==> src/rtl/bcd2bin_pkg.sv <==
// Shared types and constants for the BCD-to-binary converter.
package bcd2bin_pkg;

    typedef enum logic [1:0] {
        IDLE = 2'd0,
        OP   = 2'd1,
        DONE = 2'd2
    } state_e;

    localparam int BCD_DIGIT_W = 4;

    // A digit at or above ADJ_THRESH after a right shift carried a
    // weight-10 half from its upper neighbour and must drop by ADJ_SUB.
    localparam logic [BCD_DIGIT_W-1:0] ADJ_THRESH = 4'd8;
    localparam logic [BCD_DIGIT_W-1:0] ADJ_SUB    = 4'd3;
    localparam logic [BCD_DIGIT_W-1:0] DIGIT_MAX  = 4'd9;

    // True when a nibble is not a legal decimal digit.
    function automatic logic digit_invalid(input logic [BCD_DIGIT_W-1:0] d);
        return (d > DIGIT_MAX);
    endfunction

endpackage

==> src/rtl/bcd2bin_digit_adj.sv <==
// Per-digit correction step of reverse double-dabble.
module bcd_digit_adj
    import bcd2bin_pkg::*;
(
    input  logic [BCD_DIGIT_W-1:0] i_digit,
    output logic [BCD_DIGIT_W-1:0] o_digit
);

    // Subtract 3 from any digit that reads 8 or more after the shift.
    always_comb begin
        o_digit = (i_digit >= ADJ_THRESH) ? (i_digit - ADJ_SUB) : i_digit;
    end

endmodule

==> src/rtl/bcd2bin.sv <==
// Sequential packed-BCD to unsigned binary converter (reverse double-dabble).
// One right shift of {bcd, bin} per clock, then per-digit correction.
module bcd2bin
    import bcd2bin_pkg::*;
#(
    parameter  int N_DIGITS = 4,
    localparam int BIN_W    = $clog2(10**N_DIGITS)
) (
    input  logic                        i_clk,
    input  logic                        i_rst,
    input  logic                        i_start,
    input  logic [4*N_DIGITS-1:0]       i_bcd,
    output logic [BIN_W-1:0]            o_bin,
    output logic                        o_ready,
    output logic                        o_done,
    output logic                        o_err
);

    localparam int BCD_W = BCD_DIGIT_W * N_DIGITS;
    localparam int CNT_W = $clog2(BIN_W + 1);

    state_e             state_q, state_d;
    logic [BCD_W-1:0]   bcd_q, bcd_d;
    logic [BIN_W-1:0]   bin_q, bin_d;
    logic [CNT_W-1:0]   n_q, n_d;
    logic               err_q, err_d;

    logic [BCD_W-1:0]   bcd_shr;
    logic [BCD_W-1:0]   bcd_adj;
    logic [BIN_W-1:0]   bin_shr;
    logic [N_DIGITS-1:0] digit_bad;
    logic               any_bad;
    logic               accept;
    logic               last_shift;

    // Whole working register moves right by one; the BCD LSB feeds the binary MSB.
    assign bcd_shr = {1'b0, bcd_q[BCD_W-1:1]};
    assign bin_shr = {bcd_q[0], bin_q[BIN_W-1:1]};

    for (genvar g = 0; g < N_DIGITS; g++) begin : g_digit
        bcd_digit_adj u_adj (
            .i_digit (bcd_shr[g*BCD_DIGIT_W +: BCD_DIGIT_W]),
            .o_digit (bcd_adj[g*BCD_DIGIT_W +: BCD_DIGIT_W])
        );
        assign digit_bad[g] = digit_invalid(i_bcd[g*BCD_DIGIT_W +: BCD_DIGIT_W]);
    end

    assign any_bad    = |digit_bad;
    assign accept     = (state_q == IDLE) && i_start;
    assign last_shift = (n_q == CNT_W'(1));

    // State register.
    always_ff @(posedge i_clk or posedge i_rst) begin
        if (i_rst) begin
            state_q <= IDLE;
        end else begin
            state_q <= state_d;
        end
    end

    // Next-state logic: invalid input bypasses OP entirely.
    always_comb begin
        state_d = state_q;
        case (state_q)
            IDLE: begin
                if (i_start) begin
                    state_d = any_bad ? DONE : OP;
                end
            end
            OP: begin
                if (last_shift) begin
                    state_d = DONE;
                end
            end
            DONE:    state_d = IDLE;
            default: state_d = IDLE;
        endcase
    end

    // Outputs decoded from the registered state.
    always_comb begin
        o_ready = (state_q == IDLE);
        o_done  = (state_q == DONE);
    end

    // Datapath next-state: load on accept, shift-and-correct while in OP.
    always_comb begin
        bcd_d = bcd_q;
        bin_d = bin_q;
        n_d   = n_q;
        err_d = err_q;
        if (accept) begin
            bcd_d = i_bcd;
            bin_d = '0;
            n_d   = CNT_W'(BIN_W);
            err_d = any_bad;
        end else if (state_q == OP) begin
            bcd_d = bcd_adj;
            bin_d = bin_shr;
            n_d   = n_q - CNT_W'(1);
        end
    end

    // Datapath registers; reset clears any partial result.
    always_ff @(posedge i_clk or posedge i_rst) begin
        if (i_rst) begin
            bcd_q <= '0;
            bin_q <= '0;
            n_q   <= '0;
            err_q <= 1'b0;
        end else begin
            bcd_q <= bcd_d;
            bin_q <= bin_d;
            n_q   <= n_d;
            err_q <= err_d;
        end
    end

    assign o_bin = bin_q;
    assign o_err = err_q;

endmodule
==> config.mk <==
export PLATFORM = sky130hd
export DESIGN_NAME = bcd2bin
export DESIGN_NICKNAME = d
export VERILOG_FILES = /design/src/rtl/bcd2bin_pkg.sv /design/src/rtl/bcd2bin_digit_adj.sv /design/src/rtl/bcd2bin.sv
export SDC_FILE = /design/constraint.sdc
export NUM_CORES = 1
export LEC_CHECK = 0
export CAP_MARGIN = 5
export CORE_MARGIN = 4
export CORE_UTILIZATION = 46
export DETAILED_ROUTE_END_ITERATION = 7
export GPL_TIMING_DRIVEN = 0
export PLACE_DENSITY = 0.75
export SETUP_SLACK_MARGIN = 0.15
export SLEW_MARGIN = 10
export SYNTH_ARGS = -nofsm -noshare
export SYNTH_HDL_FRONTEND = slang
export SYNTH_SLANG_ARGS = --single-unit
==> constraint.sdc <==
create_clock -name i_clk -period 1.3 [get_ports i_clk]
set_clock_uncertainty 0.2 [all_clocks]
set_input_delay 0.13 -clock i_clk [delete_from_list [all_inputs] [get_ports i_clk]]
set_output_delay 0.13 -clock i_clk [all_outputs]
set_load 0.1 [all_outputs]
==> results.ini <==
[logic_synthesis]
yosysMostFrequentCell=nand2_1
ys_seq_area_share_pct=50.75
synth_ff_type=dfrtp_1
netlist_top_cells_count=nand2_1, dfrtp_1, o21ai_0, inv_1, ha_1
synth_area_leaders=dfrtp_1, nand2_1, o21ai_0
synth-edff-count=0
ys_ff_latch=37
syn-mean-instance-area_sq_um=9.861
syn-instance-count=185
ys_types=29
ys_warn_count=0
yosysTopAreaCell=dfrtp_1
synth_nets=212
netlist_area_sq_um=1824
yosysTopAreaCellShare_pct=50.75
ys_async_sr_fraction_pct=100.0

[cts]
htree_num_levels=2
clk_pin_slew_ns=0.07
cts_buffers=5
cts_tree=yes
cts.sink_count=37
clk_latency_ns=0.29
cts_hold_buf=0
clock_path_buffers=2
ctsRootBufferMaster=clkbuf_8

[sta]
max_slew.worst_pin.slew_ns=0.4305
fin_setup_tns_ns=-7.266
max_freq_mhz=638.3
fin_ws_ns=-0.2666
rsz0062_at_grt=true
setup_viol=39
min_period_ns=1.567
hold_violations=0
max-slew-margin-rel_pct=71.24
finalCritPeriodShare_pct=120.5
slew_violations=0

[placed_design]
hpwlAfterDp_um=2886
gp_congestion=0.7831
portBuffers=35
dp.cells=268

[worst_setup_path]
r2r_slack_ns=-0.26
critPathArrivalTime_ns=1.24
critPathRequiredTime_ns=0.97
worstSetupPathType=reg -> out
path_cells=buf_6, nor2_4, buf_12
reg2reg_depth=4
max_stage_delay_ns=0.47
r2r_start=state_q[1]
critical_path.max_fanout=5
r2r_end=bcd_q[7]
crit_slowest_cell=dfrtp_2
start_kind=flip-flop
cp-end-kind=output pin

[global_route]
grt_usage_pct=23.24
grt_pass1_wl_um=9087
grt_max_degree=38
grt-ovfl-total=0
antenna_found_initial=0
grt_pass1_vias=1837

[run]
drv_cap=0

[route]
ant_nets=0
drc_errors=0
wl_met2_um=3254
num_vias=1767
dr.pass1.iters=4
wl_met1_um=2541
viasPerCell=5.557
drt_iter0_markers=137
routed_wl_um=6290
met3_length_um=333
highest_layer=met4
wl_per_cell_um=19.78

[worst_hold_path]
hp-class=in -> async

[power_and_ir_drop]
leakagePower_nw=1.345
p_per_area_nw_per_um2=1836
ir_drop_mv=1.113

[die]
io_pins=36
core_area_sq_um=3744
row_count=22
die_area_sq_um=5037
die_w_um=70.98
die_h_um=70.98
start_util_pct=48.73

[run_status]
violations=negative setup slack
status=finished, violations left

[cells_and_area]
final_cells=318
drive_gt1_share_pct=46.67
nNetsFinal=296
fillers=182
areaGrowthSynthToFinish_pct=71.54
diodes=0

==> layout make-up <==
type / count / area, sq um / share of cell area [%]
buffer: 9 / 102.6 / 3.279
clock buffer: 6 / 72.57 / 2.319
clock inverter: 2 / 10.01 / 0.3199
inverter: 9 / 37.54 / 1.200
multi-input combinational: 130 / 958.4 / 30.63
sequential: 37 / 947.2 / 30.27
tap: 48 / 60.06 / 1.919
timing repair buffer: 76 / 933.4 / 29.83
timing repair inverter: 1 / 7.507 / 0.2399
==> worst max path at each step <==
stage          startpoint    endpoint  cells past startpoint
6_report       state_q[0]     o_ready                      3
5_1_grt          bcd_q[5]    bcd_q[5]                      5
4_1_cts        state_q[0]       o_err                      3
3_5_place_dp   state_q[1]      o_done                      2
3_3_place_gp   state_q[1]      o_done                      2
2_1_floorplan  state_q[0]  state_q[0]                      3
==> routing by layer <==
metal	GRT usage, %	vias to the layer above
li1	-	804
met4	9.395	0
met2	39.96	66
met3	4.545	17
met5	0	-
met1	28.55	880
==> state kept, by name, indices dropped and copies added (netlist names) <==
name / count
n_q: 4
o_err: 1
state_q: 2
bcd_q: 16
o_bin: 14
==> placed cells by master, fill, tap and decap left out, types with 2 or more instances in the layout <==
cell / instances
xnor2_1: 6
clkinvlp_4: 2
buf_6: 12
clkbuf_8: 5
nor3b_2: 2
a22oi_2: 6
nor2_1: 4
o21ai_2: 9
o21ai_1: 14
buf_8: 4
nand2_2: 3
buf_12: 18
a221o_1: 7
nand4_1: 3
dfrtp_2: 17
o21ai_0: 6
dfrtp_1: 20
nand2_1: 37
o211ai_1: 2
clkdlybuf4s50_1: 18
mux2i_1: 2
buf_4: 28
nor2b_1: 3
clkbuf_16: 2
inv_1: 8
ha_1: 6
clkinv_2: 2
or3_1: 2
nor2_4: 2
==> critical path: cells and delay by family (launching register included) <==
family / cells / cell delay, ns
buffers and inverters: 2 / 0.33
flip-flops: 1 / 0.47
AND/OR/NAND/NOR: 1 / 0.14
==> power breakdown <==
group / switching [mW] / total [mW] / internal, mW / leakage (nW)
combinational: 1.62 / 3.16 / 1.54 / 0.856
sequential: 0.327 / 1.80 / 1.48 / 0.444
clock: 0.411 / 0.783 / 0.372 / 0.0450
total: 2.36 / 5.75 / 3.38 / 1.35
==> through the flow <==
step	worst slack [ns]	total power [mW]	area, sq um	util, %	hold WS, ns
after global placement	-0.8270	3.661	2298	61.40	0.2717
after detailed placement	-0.8346	3.703	2298	61.40	0.2768
after global routing	-0.3173	6.007	3129	83.59	0.1745
final	-0.2666	5.746	3129	83.59	0.1308
after CTS	-0.2165	5.153	2895	77.34	0.1410
after floorplan	-0.2410	3.224	1888	-	-0.1108
==> kinds of logic after synthesis <==
kind of cell	Yosys count	synth area share, %
and+or+nand+nor	63	16.12
AOI/OAI and AO/OA	49	17.08
DFF	37	50.75
buffers and inverters	18	5.418
adders and majority gates	8	5.487
xor gates and xnor gates	6	2.881
muxes	4	2.263
==> timing repair <==
item,CTS,global route
endpoints found under the setup margin,54,71
pin swaps,18,5
buffers inserted,29,8
gates resized for setup,177,30
gates cloned,2,3
(Power assumes the default switching activity.)
